==> src/rtl/cpu_pkg.sv <==
// -----------------------------------------------------------------------------
// cpu_pkg
// Shared definitions for the execute stage:
//   op_e        - 3-bit instruction opcode encoding
//   ex_state_e  - execute-stage FSM states (IDLE / MUL)
//   MUL_ITER    - number of shift-add iterations for a 32-bit multiply
//   CNT_W       - width of the multiply iteration counter
//   alu_result  - single-cycle result for every opcode except MUL
// -----------------------------------------------------------------------------
package cpu_pkg;

   typedef enum logic [2:0] {
      OP_AND  = 3'b000,
      OP_OR   = 3'b001,
      OP_ADD  = 3'b010,
      OP_SUB  = 3'b011,
      OP_MUL  = 3'b100,
      OP_ADDI = 3'b101,
      OP_LW   = 3'b110,
      OP_SW   = 3'b111
   } op_e;

   typedef enum logic {
      ST_IDLE = 1'b0,
      ST_MUL  = 1'b1
   } ex_state_e;

   localparam int MUL_ITER = 32;
   localparam int CNT_W    = $clog2(MUL_ITER);

   // Wrap-around arithmetic; no overflow indication is produced.
   // ADDI/LW/SW all compute an address-style rs1 + imm.
   function automatic logic [31:0] alu_result(input op_e         op,
                                              input logic [31:0] rs1,
                                              input logic [31:0] rs2,
                                              input logic [31:0] imm);
      logic [31:0] res;
      case (op)
         OP_AND:  res = rs1 & rs2;
         OP_OR:   res = rs1 | rs2;
         OP_ADD:  res = rs1 + rs2;
         OP_SUB:  res = rs1 - rs2;
         default: res = rs1 + imm;
      endcase
      return res;
   endfunction

endpackage

==> src/rtl/mul_iter.sv <==
// -----------------------------------------------------------------------------
// mul_iter
// Iterative shift-add multiplier datapath, one multiplier bit per step.
// Ports:
//   clk_i, rst_i      - clock, asynchronous active-high reset
//   i_start           - load operands, clear accumulator and counter
//   i_step            - perform one shift-add iteration
//   i_flush           - abandon any operation, clear all state
//   i_multiplicand    - first operand (captured on i_start)
//   i_multiplier      - second operand (captured on i_start)
//   o_done            - the iteration about to happen is the last one
//   o_product         - accumulator including the current iteration; valid
//                       as the final product while o_done is high
// -----------------------------------------------------------------------------
module mul_iter
   import cpu_pkg::*;
(
   input  logic        clk_i,
   input  logic        rst_i,
   input  logic        i_start,
   input  logic        i_step,
   input  logic        i_flush,
   input  logic [31:0] i_multiplicand,
   input  logic [31:0] i_multiplier,
   output logic        o_done,
   output logic [31:0] o_product
);

   logic [31:0]      r_acc;
   logic [31:0]      r_mcand;
   logic [31:0]      r_mplier;
   logic [CNT_W-1:0] r_cnt;

   logic [31:0] w_addend;
   logic [31:0] w_acc_next;

   // Only the low 32 bits of the product are kept, so the multiplicand may
   // shift out of the top; that low word is identical for signed operands.
   assign w_addend   = r_mplier[0] ? r_mcand : 32'd0;
   assign w_acc_next = r_acc + w_addend;

   // The final iteration's add is folded in combinationally so the product
   // can be registered by the consumer on the same edge as that iteration.
   assign o_product = w_acc_next;
   assign o_done    = (r_cnt == CNT_W'(MUL_ITER - 1));

   // NOTE: state registers use non-blocking assignments so every register
   // samples pre-edge values; blocking here would chain the updates.
   always_ff @(posedge clk_i or posedge rst_i) begin
      if (rst_i) begin
         r_acc    <= '0;
         r_mcand  <= '0;
         r_mplier <= '0;
         r_cnt    <= '0;
      end else if (i_flush) begin
         r_acc    <= '0;
         r_mcand  <= '0;
         r_mplier <= '0;
         r_cnt    <= '0;
      end else if (i_start) begin
         r_acc    <= '0;
         r_mcand  <= i_multiplicand;
         r_mplier <= i_multiplier;
         r_cnt    <= '0;
      end else if (i_step) begin
         r_acc    <= w_acc_next;
         r_mcand  <= r_mcand << 1;
         r_mplier <= r_mplier >> 1;
         r_cnt    <= r_cnt + 1'b1;
      end
   end

endmodule

==> src/rtl/ex_stage.sv <==
// -----------------------------------------------------------------------------
// ex_stage
// Pipeline execute stage. Single-cycle ALU ops and address generation
// complete in one edge; MUL runs 32 shift-add iterations while stalling
// upstream.
// Ports:
//   clk_i, rst_i            - clock, asynchronous active-high reset
//   valid_i, op_i           - instruction valid and opcode from ID/EX
//   rs1_data_i, rs2_data_i  - register operands
//   imm_i, rsd_i            - immediate and destination register index
//   flush_i                 - kill the instruction in EX at the next edge
//   stall_o                 - combinational; upstream holds while high
//   valid_o, result_o       - registered EX/MEM valid and result
//   store_data_o, rsd_o     - registered store data and destination index
//   reg_wr_o, mem_rd_o,
//   mem_wr_o                - registered writeback / load / store controls
// -----------------------------------------------------------------------------
module ex_stage
   import cpu_pkg::*;
(
   input  logic        clk_i,
   input  logic        rst_i,
   input  logic        valid_i,
   input  logic [2:0]  op_i,
   input  logic [31:0] rs1_data_i,
   input  logic [31:0] rs2_data_i,
   input  logic [31:0] imm_i,
   input  logic [4:0]  rsd_i,
   input  logic        flush_i,
   output logic        stall_o,
   output logic        valid_o,
   output logic [31:0] result_o,
   output logic [31:0] store_data_o,
   output logic [4:0]  rsd_o,
   output logic        reg_wr_o,
   output logic        mem_rd_o,
   output logic        mem_wr_o
);

   ex_state_e r_state;
   ex_state_e w_state_next;

   op_e         w_op;
   logic        w_mul_start;
   logic        w_mul_step;
   logic        w_mul_done;
   logic [31:0] w_mul_product;

   // MUL bookkeeping carried from issue to completion.
   logic [4:0]  r_mul_rsd;
   logic [31:0] r_mul_rs2;

   logic        r_valid;
   logic [31:0] r_result;
   logic [31:0] r_store;
   logic [4:0]  r_rsd;
   logic        r_reg_wr;
   logic        r_mem_rd;
   logic        r_mem_wr;

   assign w_op = op_e'(op_i);

   // ---------------------------------------------------------------------
   // FSM
   // ---------------------------------------------------------------------
   always_ff @(posedge clk_i or posedge rst_i) begin
      if (rst_i) r_state <= ST_IDLE;
      else       r_state <= w_state_next;
   end

   // NOTE: every signal driven here gets a default first, so no path can
   // leave it unassigned and infer a latch.
   always_comb begin
      w_state_next = r_state;
      w_mul_start  = 1'b0;
      w_mul_step   = 1'b0;
      if (flush_i) begin
         w_state_next = ST_IDLE;
      end else begin
         case (r_state)
            ST_IDLE: begin
               if (valid_i && w_op == OP_MUL) begin
                  w_mul_start  = 1'b1;
                  w_state_next = ST_MUL;
               end
            end
            ST_MUL: begin
               w_mul_step = 1'b1;
               if (w_mul_done) w_state_next = ST_IDLE;
            end
            default: w_state_next = ST_IDLE;
         endcase
      end
   end

   // Stall covers the MUL issue cycle and all but the last iteration; in the
   // last iteration upstream may advance because EX will be free next edge.
   assign stall_o = !rst_i && !flush_i &&
                    (((r_state == ST_IDLE) && valid_i && (w_op == OP_MUL)) ||
                     ((r_state == ST_MUL) && !w_mul_done));

   mul_iter u_mul_iter (
      .clk_i          (clk_i),
      .rst_i          (rst_i),
      .i_start        (w_mul_start),
      .i_step         (w_mul_step),
      .i_flush        (flush_i),
      .i_multiplicand (rs1_data_i),
      .i_multiplier   (rs2_data_i),
      .o_done         (w_mul_done),
      .o_product      (w_mul_product)
   );

   // ---------------------------------------------------------------------
   // EX/MEM output register. Bubbles clear the control bits and leave the
   // data fields holding their last value.
   // ---------------------------------------------------------------------
   always_ff @(posedge clk_i or posedge rst_i) begin
      if (rst_i) begin
         r_valid   <= 1'b0;
         r_result  <= '0;
         r_store   <= '0;
         r_rsd     <= '0;
         r_reg_wr  <= 1'b0;
         r_mem_rd  <= 1'b0;
         r_mem_wr  <= 1'b0;
         r_mul_rsd <= '0;
         r_mul_rs2 <= '0;
      end else begin
         r_valid  <= 1'b0;
         r_reg_wr <= 1'b0;
         r_mem_rd <= 1'b0;
         r_mem_wr <= 1'b0;
         if (!flush_i) begin
            if (r_state == ST_MUL) begin
               // Inputs are ignored while iterating; only completion writes.
               if (w_mul_done) begin
                  r_valid  <= 1'b1;
                  r_result <= w_mul_product;
                  r_store  <= r_mul_rs2;
                  r_rsd    <= r_mul_rsd;
                  r_reg_wr <= 1'b1;
               end
            end else if (valid_i) begin
               if (w_op == OP_MUL) begin
                  r_mul_rsd <= rsd_i;
                  r_mul_rs2 <= rs2_data_i;
               end else begin
                  r_valid  <= 1'b1;
                  r_result <= alu_result(w_op, rs1_data_i, rs2_data_i, imm_i);
                  r_store  <= rs2_data_i;
                  r_rsd    <= rsd_i;
                  r_reg_wr <= (w_op != OP_SW);
                  r_mem_rd <= (w_op == OP_LW);
                  r_mem_wr <= (w_op == OP_SW);
               end
            end
         end
      end
   end

   assign valid_o      = r_valid;
   assign result_o     = r_result;
   assign store_data_o = r_store;
   assign rsd_o        = r_rsd;
   assign reg_wr_o     = r_reg_wr;
   assign mem_rd_o     = r_mem_rd;
   assign mem_wr_o     = r_mem_wr;

endmodule
==> config.mk <==
export PLATFORM = sky130hd
export DESIGN_NAME = ex_stage
export DESIGN_NICKNAME = d
export VERILOG_FILES = /design/src/rtl/cpu_pkg.sv /design/src/rtl/mul_iter.sv /design/src/rtl/ex_stage.sv
export SDC_FILE = /design/constraint.sdc
export NUM_CORES = 1
export LEC_CHECK = 0
export ABC_AREA = 1
export BUFFER_PORTS_ARGS = -buffer_cell sky130_fd_sc_hd__buf_2
export CORE_UTILIZATION = 55
export DETAILED_ROUTE_END_ITERATION = 12
export PLACE_DENSITY = 0.81
export SYNTH_ARGS = -nofsm -noshare
export SYNTH_HDL_FRONTEND = slang
export SYNTH_SLANG_ARGS = --single-unit
==> constraint.sdc <==
create_clock -name clk_i -period 17.8 [get_ports clk_i]
set_input_delay 0.89 -clock clk_i [delete_from_list [all_inputs] [get_ports clk_i]]
set_output_delay 0.89 -clock clk_i [all_outputs]
set_load 0.1 [all_outputs]
## Word-level counts from Yosys, hierarchy flattened

Index checks and enable logic that the tools add are counted.

| word-level totals | value |
|---|---|
| word-level logic and storage cells | 99 |
| input port bits | 108 |
| register bits after elaboration | 212 |
| output and inout bits | 74 |

| operators by class | value |
|---|---|
| bitwise logic cells | 4 |
| reduce and logical (&&, ||, !) cells | 15 |
| eq/ne operators | 10 |
| $add $sub $neg | 5 |
| mux-type cells | 51 |

Operators by type and width:

| operator | count |
|---|---|
| $mux 32 | 18 |
| $pmux 32 s4 | 1 |
| $add 32x32->32 | 3 |
| $mux 5 | 7 |
| $and 32x32->32 | 1 |
| $or 32x32->32 | 1 |
| $sub 32x32->32 | 1 |
| $mux 1 | 24 |
| $eq 3x3->1 const B | 3 |
| $reduce_and 4->1 | 2 |
| $eq 3x2->1 const B | 2 |
| $logic_and 1x1->1 | 6 |
| $add 5x1->5 const B | 1 |
| $eq 5x5->1 const B | 1 |
| $eq 3x1->1 const B | 1 |
| $logic_not 1->1 | 3 |
| $logic_not 3->1 | 1 |
| $ne 3x3->1 const B | 1 |
| $reduce_bool 3->1 | 1 |
| $ne 2x1->1 const B | 1 |
| $ne 2x2->1 const B | 1 |
| $not 1->1 | 2 |
| $pmux 1 s2 | 1 |
| $reduce_bool 2->1 | 1 |
| $logic_or 1x1->1 | 1 |

## Longest topological paths before layout

| logic depth | value |
|---|---|
| depth in word-level cells | 7 |
| gate-level depth with buffers | 28 |

## Modules after synthesis

From an unflattened synthesis, not the netlist that was laid out.

| unflattened totals | value |
|---|---|
| cells, all modules | 2479 |
| area total of the unflattened synthesis | 16400.7 sq um |

Modules (own cells, without submodules):

| module | cells an instance | times used | sequential area each (sq um) | area an instance (sq um) |
|---|---|---|---|---|
| ex_stage | 1448 | 1 | 2777.7 | 9328.9 |
| mul_iter | 1031 | 1 | 2527.4 | 7071.8 |

## Worst setup path after synthesis

No wires, ideal clock.

| path | value |
|---|---|
| path kind | input -> output |
| start point | in op_i[1] |
| end point | out stall_o |
| required time | 16.910 ns |
| stages | 8 |
| arrival time | 3.762 ns |
| setup slack | 13.148 ns |
| cell sequence | nor3_2 > nand2_2 > nand2_4 > inv_2 > nor2_2 > inv_2 > clkbuf_1 > nor3_1 |

| on the way | value |
|---|---|
| cells in the longest elaborated chain, start to end | 4 |

RTL lines:

| item | RTL line | source |
|---|---|---|
| start, declared | ex_stage.sv:24 | `input logic [2:0] op_i,` |
| $eq 3x3->1 | ex_stage.sv:99 | `(((r_state == ST_IDLE) && valid_i && (w_op == OP_MUL)) \|\|` |
| $logic_and 1x1->1 | ex_stage.sv:99 |  |
| $logic_or 1x1->1 | ex_stage.sv:99 |  |
| $logic_and 1x1->1 | ex_stage.sv:98 | `assign stall_o = !rst_i && !flush_i &&` |
| end, declared | ex_stage.sv:30 | `output logic stall_o,` |

No other way between the ends.

## Worst setup path after layout

| path | value |
|---|---|
| start point | in op_i[2] |
| end point | reg r_result[15], in the netlist result_o[15] |

| on the way | value |
|---|---|
| cells in the longest elaborated chain, start to end | 5 |
| elaborated cells on any way between the ends | 11 |
| those cells by class | eq/ne: 5; mux: 4; reduce/logical: 2 |

RTL lines:

| item | RTL line | source |
|---|---|---|
| $eq 3x2->1, or another cell as far along | cpu_pkg.sv:38 | `case (op)` |
| $pmux 32 s4 | cpu_pkg.sv:38 |  |
| $mux 32 | ex_stage.sv:145 | `if (w_op == OP_MUL) begin` |
| $mux 32 | ex_stage.sv:144 | `end else if (valid_i) begin` |
| $mux 32 | ex_stage.sv:135 | `if (r_state == ST_MUL) begin` |
| end signal, assigned | ex_stage.sv:139 | `r_result <= w_mul_product;` |
| end signal, assigned | ex_stage.sv:150 | `r_result <= alu_result(w_op, rs1_data_i, rs2_data_i, imm_i);` |
| end, declared | ex_stage.sv:54 | `logic [31:0] r_result;` |

Parallel ways exist; a longest one is shown, timed or not. The select of a mux whose other input is x is not followed.
A chain may end at the register's enable or synchronous reset.

==> flow_results.org <==
** Floorplan
- From bottom edge to top edge, the die measures between 150 and 200 um.
- During I/O placement, the number of pins put on the boundary was approximately 180.
- Starting Density :: 0.566
- The total area inside the core boundary comes to roughly 27000 sq um.
- Die X :: around 170 um
- The floorplan has 60 rows.
- Die ar. :: 28700 sq um

** Cells and area
- Finished Core Util :: 0.635
- Synthesis-to-finish area growth :: 12.1%
- Fraction of final layout cells sized beyond drive strength 1 :: 0.109
- Final design instance area without fill :: between 15000 and 20000 sq um
- Antenna diode instance count :: 0
- In the final layout, the multi-input gates occupy 8780 sq um.
- In the final layout, flip-flops and latches occupy 5310 sq um.
- Nets@finish :: roughly 2600
- The filler cells instantiated in the layout total 2527.

** Job
- Across the run, the number of max-cap violations was 0.

** Clocking
- Clock Pin Slew Worst Setup and Hold Paths :: about 60 ps
- Hold_buf cts :: 0
- Clock H-tree levels :: 1
- TritonCTS built the clock tree.
- Post-CTS setup buffer count :: 0
- No sink is reached through more buffers than the 3 on the longest clock path.
- For this design, the sink count on the clock tree is ~210.
- Cell chosen for the clock root :: sky130_fd_sc_hd__clkbuf_16
- Latest clock arrival within the worst-skew pair :: around 540 ps
- In this run, post-CTS repair resized a total of 0 instances.
- Counting the buffers created by CTS gives 24.

** Place
- Placed wire-length estimate after detailed placement :: ~43 mm
- Number of I/O port buffers :: approximately 180
- The congestion estimate from routability-driven global placement came to around 1.1.
- The placed instances occupy a cell area of approximately 17000 sq um.

** Critical path
- Data on the critical path is required at its endpoint by between 15000 and 20000 ps.
- In this run the worst path has a maximum fanout of 30.
- For the worst flop-to-flop path, the logic depth is 9.
- Crit. Startpoint :: op_i[2]
- Arrival @ worst endpoint :: between 5000 and 6000 ps
- The worst setup path is launched from a primary input.
- The startpoint identified for the worst register-to-register timing path is r_state.
- STA classifies the critical path endpoint as a flip-flop.
- Kind of critical path :: primary input to flip-flop

** Timing
- Between clock sinks in the finished design, the worst skew comes to between 20 and 30 ps.
- At the pin with the least slew margin, the transition time is about 1300 ps.
- The number of pins with negative max-slew slack in the final report was 0.
- Setup violators final :: 0
- Based on the critical path, the design can be clocked at up to 0.218 GHz.
- In the final timing run, aggregate negative setup slack is 0 ps.
- Setup repair after global routing missed its margin :: false
- Share of the clock period used by the worst path :: 0.257
- Worst-case hold slack :: around 480 ps
- The worst path needs 4580 ps of the cycle, external delays included.
- Fin. Hold Viols :: 0
- Max-Slew Margin vs Limit :: 0.110

** Hold path
- Number of instances on the worst hold path :: 2
- The tightest min-delay check is of the flip-flop to flip-flop type.
- In this run the most critical hold path is launched from r_mul_rs2[27].

** Detailed routing
- After detailed routing, the average wire length per cell comes to approximately 20 um.
- Using the TritonRoute via totals, the vias-per-cell ratio works out to around 5.9.
- DRT Wirelength :: around 56 mm
- Vias after detailed routing :: about 17000
- Total iterations of the first detailed-routing run :: 6
- In this run, the number of DRC markers left after iteration 0 of detailed routing was about 1700.
- For this run, design rule violations remaining after detail routing come to 0.
- Routed Antenna Nets :: 0

** Synthesis
- Nets in the synthesized netlist :: between 2000 and 2500
- The synthesized design contains 0 enable-type register cells.
- After synthesis the cells add up to around 15000 sq um.
- Number of distinct library cells after synthesis :: 48
- Of the total synthesized cell area, the portion taken by AND, OR, NAND and NOR gates is 0.295.
- Of the synthesized area, sequential elements account for 0.344.
- Of the total synthesized cell area, the portion taken by XOR and XNOR cells is 0.0119.
- The fraction of the mapped netlist area in compound gates came to 0.199.
- Post-Syn Instances :: 2304
- A synthesized cell averages 6.69 sq um.
- Multiplexer share of the synthesized area :: 0.00649
- In the synthesized netlist the dominant register cell turns out to be sky130_fd_sc_hd__dfrtp_1.
- Dominant combinational cell family by area after synthesis :: simple AND/OR/NAND/NOR gates
- Register bit total from synthesis :: 212
- Post-Synth Adder-Cell Area :: 0.0574
- Ys async rst share :: 1.00
- Total of warnings raised by yosys :: 0

** Run status
- Outcome :: finished, final reports clean

** GRT
- Entering global routing, the biggest net connects roughly 130 pins.
- Wire length of the first global-routing pass :: 85.4 mm
- GRT Util Overall :: 0.389
- The number of antenna violations at the first check in global routing came to 1.
- Global routing finished with a remaining overflow of 0.
- Number of global-route vias before repair :: approximately 15000

** Power and ir drop
- The analysis attributes to cell leakage a power of roughly 8.6 nW.
- VDD sags by at most 0.113 mV.
- Power spread over the standard cell area amounts to about 98 nW/um^2.
-- cell type report --
type / instances / area share
timing repair buffer: 193 / 0.0576
clock buffer: 32 / 0.0399
sequential: 212 / 0.307
tap: 372 / 0.0269
inverter: 260 / 0.0570
clock inverter: 10 / 0.00427
multi-input combinational: 1741 / 0.507
-- flip-flops by register name (all words and copies together) (netlist names) --
register and flops:
mem_rd_o 1, mem_wr_o 1, r_mul_rs2 32, r_mul_rsd 5, r_state 1, reg_wr_o 1
result_o 32, rsd_o 5, store_data_o 32, u_mul_iter.r_acc 32, u_mul_iter.r_cnt 5, u_mul_iter.r_mcand 32
u_mul_iter.r_mplier 32, valid_o 1
-- cells by family (layout without fill, tap and decap cells) --
group	count (synthesis)	in the layout
flip-flops	212	212
AO/OA/AOI/OAI	529	529
adder cells (fa/ha/maj)	70	70
AND/OR/NAND/NOR	1111	1111
XOR/XNOR	21	21
buffers and inverters	351	495
multiplexers	10	10
-- cell usage after synthesis (all sizes together), types with 2 or more instances --
master | instances | share of area
nand2 | 628 | 0.15
nor2 | 271 | 0.067
inv | 259 | 0.063
dfrtp | 212 | 0.34
o21ai | 199 | 0.065
a21oi | 152 | 0.049
nand3 | 130 | 0.042
a31oi | 68 | 0.028
ha | 66 | 0.054
clkbuf | 63 | 0.015
nor3 | 37 | 0.013
o221ai | 30 | 0.017
buf | 28 | 0.0083
nand4 | 19 | 0.0077
o311ai | 13 | 0.0074
or2 | 12 | 0.0049
xor2 | 12 | 0.0068
a21o | 11 | 0.0054
o21bai | 11 | 0.0054
mux2i | 10 | 0.0065
o21a | 9 | 0.0044
xnor2 | 9 | 0.0051
o22ai | 8 | 0.0032
o211ai | 7 | 0.0034
nand3b | 6 | 0.0029
o31ai | 5 | 0.0024
a21boi | 4 | 0.0019
a22o | 4 | 0.0023
nor4 | 4 | 0.0016
a311oi | 3 | 0.0017
a211oi | 2 | 0.00097
fa | 2 | 0.0026
maj3 | 2 | 0.0013
o32ai | 2 | 0.0011
-- routing by layer --
metal  GRT usage  up-vias  share of wire
met5           0        -        0.00020
met4       0.156        2          0.044
met3      0.0865      138          0.097
met2       0.608      792           0.44
met1       0.522     7882           0.42
li1            -     7930              -
-- worst paths after layout --
path | endpoint | slack (ps)
setup / recovery | result_o[15] | 13220
hold / removal | r_mul_rs2[27] | 480
hold reg to reg | r_mul_rs2[27] | 480
min in group asynchronous | r_mul_rs2[4] | 520
setup reg to reg | result_o[9] | 13810
max in group asynchronous | store_data_o[27] | 15670
-- report_power, final --
part | internal, mW | total (mW) | switching [mW]
clock | 0.273 | 0.484 | 0.210
sequential | 0.542 | 0.580 | 0.0377
combinational | 0.123 | 0.627 | 0.504
total | 0.938 | 1.69 | 0.752
-- worst max-delay path, stage by stage --
cell and delay [ps]:
sky130_fd_sc_hd__buf_2 140, sky130_fd_sc_hd__inv_2 60, sky130_fd_sc_hd__nand2_1 60, sky130_fd_sc_hd__buf_4 340
sky130_fd_sc_hd__clkinv_1 740, sky130_fd_sc_hd__o311ai_0 340, sky130_fd_sc_hd__o21ai_0 190, sky130_fd_sc_hd__ha_1 410
sky130_fd_sc_hd__a21oi_1 240, sky130_fd_sc_hd__nor2_1 60, sky130_fd_sc_hd__nor2_1 220, sky130_fd_sc_hd__and2_1 160
sky130_fd_sc_hd__nand2_1 200, sky130_fd_sc_hd__xnor2_1 190, sky130_fd_sc_hd__o21ai_0 470, sky130_fd_sc_hd__nand2_1 140
sky130_fd_sc_hd__a31oi_1 150
-- layout by cell type (no fill, tap or decap), types with 6 or more instances in the layout --
cell                        synthesis  layout
sky130_fd_sc_hd__a21o_1            11      11
sky130_fd_sc_hd__a21oi_1          152     152
sky130_fd_sc_hd__a31oi_1           68      68
sky130_fd_sc_hd__buf_2             18     181
sky130_fd_sc_hd__buf_4              0      12
sky130_fd_sc_hd__clkbuf_16          0      24
sky130_fd_sc_hd__clkbuf_8           0       6
sky130_fd_sc_hd__dfrtp_1          212     211
sky130_fd_sc_hd__ha_1              66      66
sky130_fd_sc_hd__inv_1            249     248
sky130_fd_sc_hd__inv_2             10       9
sky130_fd_sc_hd__mux2i_1           10      10
sky130_fd_sc_hd__nand2_1          626     626
sky130_fd_sc_hd__nand3_1          130     130
sky130_fd_sc_hd__nand3b_1           6       6
sky130_fd_sc_hd__nand4_1           19      19
sky130_fd_sc_hd__nor2_1           266     266
sky130_fd_sc_hd__nor3_1            34      34
sky130_fd_sc_hd__o211ai_1           7       7
sky130_fd_sc_hd__o21a_1             9       9
sky130_fd_sc_hd__o21ai_0          194     194
sky130_fd_sc_hd__o21bai_1          11      11
sky130_fd_sc_hd__o221ai_1          30      30
sky130_fd_sc_hd__o22ai_1            8       8
sky130_fd_sc_hd__o311ai_0          13      13
sky130_fd_sc_hd__or2_2             12      12
sky130_fd_sc_hd__xnor2_1            9       9
sky130_fd_sc_hd__xor2_1            12      12
-- per-stage QoR --
stage	std cells	setup WS [ps]	total power, mW
floorplan	2304	11120	1.05
global placement	2778	12890	1.20
detailed placement	2778	12880	1.20
CTS	2820	13250	1.69
global route	2820	13060	1.75
finish	2820	13220	1.69
Note: power is estimated with default switching activity, not from simulation.
